==> src/rtl/icache_fetch_port.sv <==
// icache_fetch_port: direct-mapped, one-word-per-line instruction cache sitting
// between the instruction fetcher and the byte-wide shared memory port.
//
// Ports:
//   clk_in, rst_in      clock, synchronous active-high reset
//   rdy_in              global ready; low freezes every register
//   _clear              branch flush; aborts the current fetch, array untouched
//   _need_inst, _pc_in  fetch request (held until served) and its address
//   _inst_ready_out     one-cycle pulse marking _inst_out valid
//   _inst_out           fetched instruction, little-endian assembled
//   _mem_req, _mem_a    memory port request and byte address
//   _mem_grant          arbiter grant; the address on _mem_a issues this cycle
//   _mem_din            byte returned the cycle after a granted address
module icache_fetch_port #(
    parameter int unsigned INDEX_BITS  = 6,
    parameter int unsigned MEM_LATENCY = 1
) (
    input  logic        clk_in,
    input  logic        rst_in,
    input  logic        rdy_in,
    input  logic        _clear,
    input  logic        _need_inst,
    input  logic [31:0] _pc_in,
    output logic        _inst_ready_out,
    output logic [31:0] _inst_out,
    output logic        _mem_req,
    input  logic        _mem_grant,
    output logic [31:0] _mem_a,
    input  logic [7:0]  _mem_din
);

    localparam int unsigned LINES = 1 << INDEX_BITS;
    localparam int unsigned TAG_W = 30 - INDEX_BITS;

    typedef enum logic {
        IDLE   = 1'b0,
        REFILL = 1'b1
    } state_t;

    state_t state;

    // Cache array: valid bits are resettable, tag/data storage is not.
    logic [LINES-1:0]  valid;
    logic [TAG_W-1:0]  tags [LINES];
    logic [31:0]       data [LINES];

    logic [29:0]       base_word;   // word address of the line being refilled
    logic [2:0]        addr_cnt;    // addresses issued so far (0..4)
    logic [1:0]        byte_cnt;    // bytes captured so far
    logic              inflight;    // a byte is due on _mem_din this cycle
    logic [23:0]       asm_buf;     // lanes 0..2; lane 3 comes straight off _mem_din

    logic [INDEX_BITS-1:0] req_idx;
    logic [INDEX_BITS-1:0] fill_idx;
    logic [TAG_W-1:0]      req_tag;
    logic [TAG_W-1:0]      fill_tag;
    logic                  hit;
    logic                  issue;
    logic [31:0]           fill_word;

    // Low PC bits are ignored; latency is fixed at one cycle.
    logic unused_cfg;
    assign unused_cfg = ^{_pc_in[1:0], 1'(MEM_LATENCY != 1)};

    assign req_idx   = _pc_in[INDEX_BITS+1:2];
    assign req_tag   = _pc_in[31:INDEX_BITS+2];
    assign fill_idx  = base_word[INDEX_BITS-1:0];
    assign fill_tag  = base_word[29:INDEX_BITS];
    assign hit       = valid[req_idx] && (tags[req_idx] == req_tag);
    assign issue     = (addr_cnt < 3'd4) && _mem_grant;
    assign fill_word = {_mem_din, asm_buf};

    // Control FSM, refill datapath and cache array update.
    always_ff @(posedge clk_in) begin
        if (rst_in) begin
            state           <= IDLE;
            valid           <= '0;
            base_word       <= '0;
            addr_cnt        <= '0;
            byte_cnt        <= '0;
            inflight        <= 1'b0;
            asm_buf         <= '0;
            _inst_ready_out <= 1'b0;
            _inst_out       <= '0;
            _mem_req        <= 1'b0;
            _mem_a          <= '0;
        end else if (rdy_in) begin
            _inst_ready_out <= 1'b0;
            if (_clear) begin
                // Abort: drop partial line and ignore the byte still in flight.
                state    <= IDLE;
                addr_cnt <= '0;
                byte_cnt <= '0;
                inflight <= 1'b0;
                _mem_req <= 1'b0;
            end else begin
                case (state)
                    IDLE: begin
                        // A pulse this cycle means the held request was just served.
                        if (_need_inst && !_inst_ready_out) begin
                            base_word <= _pc_in[31:2];
                            if (hit) begin
                                _inst_out       <= data[req_idx];
                                _inst_ready_out <= 1'b1;
                            end else begin
                                state    <= REFILL;
                                addr_cnt <= '0;
                                byte_cnt <= '0;
                                inflight <= 1'b0;
                                _mem_req <= 1'b1;
                                _mem_a   <= {_pc_in[31:2], 2'b00};
                            end
                        end
                    end
                    REFILL: begin
                        inflight <= issue;
                        if (issue) begin
                            addr_cnt <= addr_cnt + 3'd1;
                            _mem_a   <= {base_word, 2'b00} + 32'(addr_cnt) + 32'd1;
                            _mem_req <= (addr_cnt != 3'd3);
                        end
                        if (inflight) begin
                            byte_cnt <= byte_cnt + 2'd1;
                            case (byte_cnt)
                                2'd0: asm_buf[7:0]   <= _mem_din;
                                2'd1: asm_buf[15:8]  <= _mem_din;
                                2'd2: asm_buf[23:16] <= _mem_din;
                                default: begin
                                    // Last byte: install the line and answer the fetcher.
                                    valid[fill_idx] <= 1'b1;
                                    tags[fill_idx]  <= fill_tag;
                                    data[fill_idx]  <= fill_word;
                                    _inst_out       <= fill_word;
                                    _inst_ready_out <= 1'b1;
                                    state           <= IDLE;
                                    addr_cnt        <= '0;
                                    byte_cnt        <= '0;
                                    inflight        <= 1'b0;
                                    _mem_req        <= 1'b0;
                                end
                            endcase
                        end
                    end
                    default: state <= IDLE;
                endcase
            end
        end
    end

endmodule
==> config.mk <==
export PLATFORM = sky130hd
export DESIGN_NAME = icache_fetch_port
export DESIGN_NICKNAME = d
export VERILOG_FILES = /design/src/rtl/icache_fetch_port.sv
export SDC_FILE = /design/constraint.sdc
export NUM_CORES = 2
export LEC_CHECK = 0
export ABC_CLOCK_PERIOD_IN_PS = 7700
export BUFFER_PORTS_ARGS = -buffer_cell sky130_fd_sc_hd__buf_4
export CAP_MARGIN = 25
export CORE_MARGIN = 8
export CORE_UTILIZATION = 65
export DETAILED_ROUTE_END_ITERATION = 6
export PLACE_DENSITY = 0.92
export SYNTH_ARGS = -nofsm -noshare
export SYNTH_HDL_FRONTEND = slang
export SYNTH_SLANG_ARGS = --single-unit
==> constraint.sdc <==
create_clock -name clk_in -period 7.7 [get_ports clk_in]
set_clock_uncertainty 0.05 [all_clocks]
set_input_delay 0.385 -clock clk_in [delete_from_list [all_inputs] [get_ports clk_in]]
set_output_delay 0.385 -clock clk_in [all_outputs]
set_load 0.01 [all_outputs]
==> impl_results.md, run 1 <==
- Status: stopped before the end
- Stop stage: global routing (5_1_grt)
- Run Error: [ERROR GRT-0228] Horizontal edge usage exceeds the maximum allowed. (33, 6) usage=65535 limit=3200
- Post-synthesis sequential area ratio: between 70% and 80%
- H-tree level count: 5
- Synth Warn #: 0
- Initial antenna violation count: roughly 110
- Io pins: between 100 and 150
- Distinct cells, synth: 83
- Top-area cell type share of the netlist area: between 70% and 80%
- Post-synth EDFFs: roughly 3,600
- Synthesis-stage register bit count: 3,775
- Synth Cell Area: 146,000 um2
- # rows: about 170
- Post-synthesis average cell area: 21.3 um2
- Resize count post-CTS: 0
- Mapped Cells: 6,862
- Die H: just under 500 um
- FFs w/ async S/R, synth: 0%
- Syn Nets: a little under 7,000
- Post-CTS Repair Setup Buffers: 0
- Die W: 491 um
- Num CTS Buffers: between 300 and 400
- Leading area contributor after synthesis: edfxtp_1
- Ys flop type: edfxtp_1
- Number of I/O port buffers: 109
- Hpwl dp: 256,000 um
- Ranking of synthesized cells by area: edfxtp_1, mux4_2, dfxtp_1
- CTS Buffer Depth: 4
- Routability cong.: about 0.96
- Largest net degree at the start of global routing: approximately 150
- Clk sinks: about 3,800
- Clock Root Buffer: clkbuf_16
- Initial Util: between 60% and 70%
[logic make-up after synthesis]
| kind of cell | count (synthesis) | share of synthesized area (%) |
|---|---|---|
| flip-flops | 3775 | 76.1 |
| AND/OR/NAND/NOR | 763 | 2.45 |
| AO/OA/AOI/OAI | 565 | 2.68 |
| adder cells (fa/ha/maj) | 7 | 0.0598 |
| XOR/XNOR | 39 | 0.233 |
| multiplexers | 1279 | 16.9 |
| buffers and inverters | 434 | 1.56 |
[synth_stat cells, drive strengths merged (33+ instances only)]
cell type  count
mux2i        316
mux4         949
nand3         99
nand2        349
nor2         125
buf          228
a32oi         35
o22ai         59
dfxtp        191
a21oi         85
a22oi        116
nand4         33
a21o          68
o211ai        34
clkbuf       180
o21ai         60
edfxtp      3584
[what timing repair did]
item,CTS
hold endpoints to repair,594
hold buffers,39
endpoints found under the setup margin,0
[per-stage QoR]
step	hold slack, ns	setup WS, ns	instances	instance area (um2)
2_1_floorplan	0.371	2.98	6862	146000
3_3_place_gp	0.377	1.82	9772	151000
3_5_place_dp	0.389	1.56	9781	152000
4_1_cts	0.0114	1.36	10400	163000
==> inputs of run 2 (changes only) <==
--- a/config.mk
+++ b/config.mk
@@ -9,9 +9,9 @@
 export BUFFER_PORTS_ARGS = -buffer_cell sky130_fd_sc_hd__buf_4
 export CAP_MARGIN = 25
 export CORE_MARGIN = 8
-export CORE_UTILIZATION = 65
+export CORE_UTILIZATION = 40
 export DETAILED_ROUTE_END_ITERATION = 6
-export PLACE_DENSITY = 0.92
+export PLACE_DENSITY_LB_ADDON = 0.15
 export SYNTH_ARGS = -nofsm -noshare
 export SYNTH_HDL_FRONTEND = slang
 export SYNTH_SLANG_ARGS = --single-unit
==> impl_results.md, run 2 <==
- CP startpoint kind: input port
- Crit path cell chain: buf_8, buf_12, buf_4, mux4_2, nand2_1, a31oi_1, a21boi_0, o21ai_0, a31oi_1, nor4b_4, nand4_4, a221oi_1, o21a_1, dlygate4sd3_1
- Core ar.: approximately 360,000 um2
- Die area: between 300,000 and 400,000 um2
- Synth Cell Area: 146,000 um2
- Num CTS Buffers: roughly 390
- Clock power share: between 40% and 50%
- FFs w/ async S/R, synth: 0%
- Register area: roughly 110,000 um2
- GR Util All Layers: 23.9%
- Ys flop type: edfxtp_1
- Routability cong.: between 0.8 and 0.9
- Power Density: ~250 nW/um2
- Distinct cells, synth: 83
- Switching share of power: about a fifth
- Clock Root Buffer: clkbuf_16
- GRT met2 Usage: between 30 and 40%
- Most used cell, CP: a31oi_1
- Initial Util: 40.1%
- Syn Nets: between 6,000 and 7,000
- Multi-input logic area: approximately 33,000 um2
- Status: finished clean
- Crit path kind: in2reg
- Leak: between 50 and 60 nW
- Largest net degree at the start of global routing: between 100 and 150
- Final wirelength: roughly 470,000 um
- Internal power: 33.7 mW
- Final ANT Viol Nets: 0
- CP arrival: 5.99 ns
- Synth cell count leaders: edfxtp_1, mux4_2, nand2_1
- Busiest grt layer: met2
- # rows: between 200 and 250
- Top-area cell type share of the netlist area: between 70% and 80%
- Commonest non-fill, non-tap cells in the layout: edfxtp_1, mux4_2, clkbuf_16
- Number of global-route vias before repair: 75,400
- Die W: slightly above 600 um
- Synth Warn #: 0
- Setup crit end kind: register
- DRT Pass-1 Iters: 6
- Commonest non-fill, non-tap cell in the layout: edfxtp_1
- Seq pwr share: a little over half
- Die H: ~620 um
- GR Util met1: about 33%
- Fill cell count: around 30,000
- Top reg by flops: data
- Max cap viols: 0
- Tcrit/Tclk final: 66.8%
- Global route overflow: 0
- Number of I/O port buffers: between 100 and 150
- Area Growth Syn to Fin: 14.7%
- Synthesis-stage register bit count: roughly 3,800
- Maximum vdd drop: around 0.17 mV
- Measured slew at the worst slew-check pin: 1.19 ns
- CTS tree: yes
- Number of nets in the layout: 7,336
- Post-synthesis sequential area ratio: between 70% and 80%
- Top-count cell post-synth: edfxtp_1
- WL/cell: between 30 and 40 um
- Mapped Cells: 6,862
- Crit-path max FO: slightly above 90
- Worst EP required: between 8 and 9 ns
- Relative slew margins: roughly a fifth
- First-pass GRT wire length: around 630,000 um
- Clock slew at reported path FFs: 0.06 ns
- Sw Pwr: 9.06 mW
- CTS Buffer Depth: 4
- Skew-Pair Late Insertion Delay: between 0.9 and 1 ns
- Top flop regs: data (2048), tags (1536), valid (64)
- Comb pwr share: under 10%
- Slowest CP cell: a21boi_0
- Crit path buffers/inverters: 4
- Met3 Track Usage GR: about 3.6%
- Clk sinks: about 3,800
- Setup TNS: 0 ns
- Max Fclk: 0.194 GHz
- Post-route cell area: approximately 170,000 um2
- Fin. Hold Viols: 0
- Max reg flops: approximately 2,000
- Post-synth EDFFs: between 3,000 and 4,000
- Io pins: 112
- HP Class: in2reg
- Minimum clock period: 5.15 ns
- Delay-heaviest family, CP: buffers and inverters
- Hpwl dp: 248,000 um
- Final hold slack: around 0.26 ns
- Area post-placement: roughly 150,000 um2
- Hold_buf cts: 59
- Setup-failing EPs final: 0
- Leading area contributor after synthesis: edfxtp_1
- Resize count post-CTS: 0
- Max Slew Vio Count: 0
- Initial antenna violation count: 28
- Via density: between 6 and 7
- Post-synthesis average cell area: 21.3 um2
- Share of cells above drive strength 1: between 20% and 30%
- Via count: between 70,000 and 80,000
- H-tree level count: 5
- CP max stage delay: 0.90 ns
- Ranking of synthesized cells by area: edfxtp_1, mux4_2, dfxtp_1
- First-iteration detailed-routing DRC count: about 11,000
- RSZ-0062 raised after global routing: false
- Post-CTS Repair Setup Buffers: 0
- DRC Markers: 0
[run 2: cell counts after synthesis]
Identical to the previous run, type by type.
[run 2: final cells by class]
cell class / instances / area share (%)
flip-flops and latches: 3775 / 66.4
multi-input cells: 2653 / 19.8
clock buffers: 506 / 6.35
well taps: 4816 / 3.59
repair buffers: 436 / 2.63
clock inverters: 211 / 1.16
inverters: 26 / 0.0671
diodes: 11 / 0.0164
[run 2: final timing paths]
kind / from / slack [ns] / cells after the start / to
worst min register to register: valid[6] / 0.40 / 1 / valid[6]
worst max register to register: state / 2.75 / 8 / data[30][28]
worst max-delay path: _pc_in[4] / 2.55 / 14 / byte_cnt[0]
worst min-delay path: _pc_in[2] / 0.26 / 4 / base_word[0]
[run 2: layer usage]
metal / vias up / share of wire (%) / wire length, um
met5: - / 0.0038 / 18
li1: 29700 / - / -
met4: 2 / 3.4 / 16000
met3: 744 / 7.8 / 36800
met2: 3661 / 48 / 225000
met1: 41700 / 41 / 192000
[run 2: worst reg2reg max path: cells and delay by family (launching register included)]
family,cells,cell delay (ns)
flops,1,0.69
simple gates,6,2.75
buf+inv,2,0.87
[run 2: power groups by stage]
stage               clock network (mW)  registers [mW]  logic [mW]
global placement                     0            22.7        1.60
detailed placement                   0            22.7        1.61
floorplan                            0            22.8       0.969
global route                      19.8            22.3        1.71
finish                            18.8            22.3        1.64
CTS                               19.1            22.3        1.63
[run 2: logic make-up (layout without fill, tap and decap cells)]
family / after synthesis / after routing / share of synthesized area [%]
flip-flops: 3775 / 3775 / 76.1
multiplexers: 1279 / 1279 / 16.9
AND/OR/NAND/NOR: 763 / 763 / 2.45
AO/OA/AOI/OAI: 565 / 565 / 2.68
buffers and inverters: 434 / 1179 / 1.56
XOR/XNOR: 39 / 39 / 0.233
adder cells (fa/ha/maj): 7 / 7 / 0.0598
other: 0 / 11 / 0
[run 2: per-stage QoR]
step                      utilization [%]  power (mW)  setup slack [ns]  cells
after floorplan                         -        23.7              2.98   6862
after CTS                            45.9        43.0              2.63  12400
after detailed placement             42.3        24.3              1.64  11600
after global placement               42.2        24.3              1.73  11600
final                                46.0        42.7              2.55  12400
after global routing                 46.0        43.8              2.49  12400
Power figures use the tool's default switching activity.
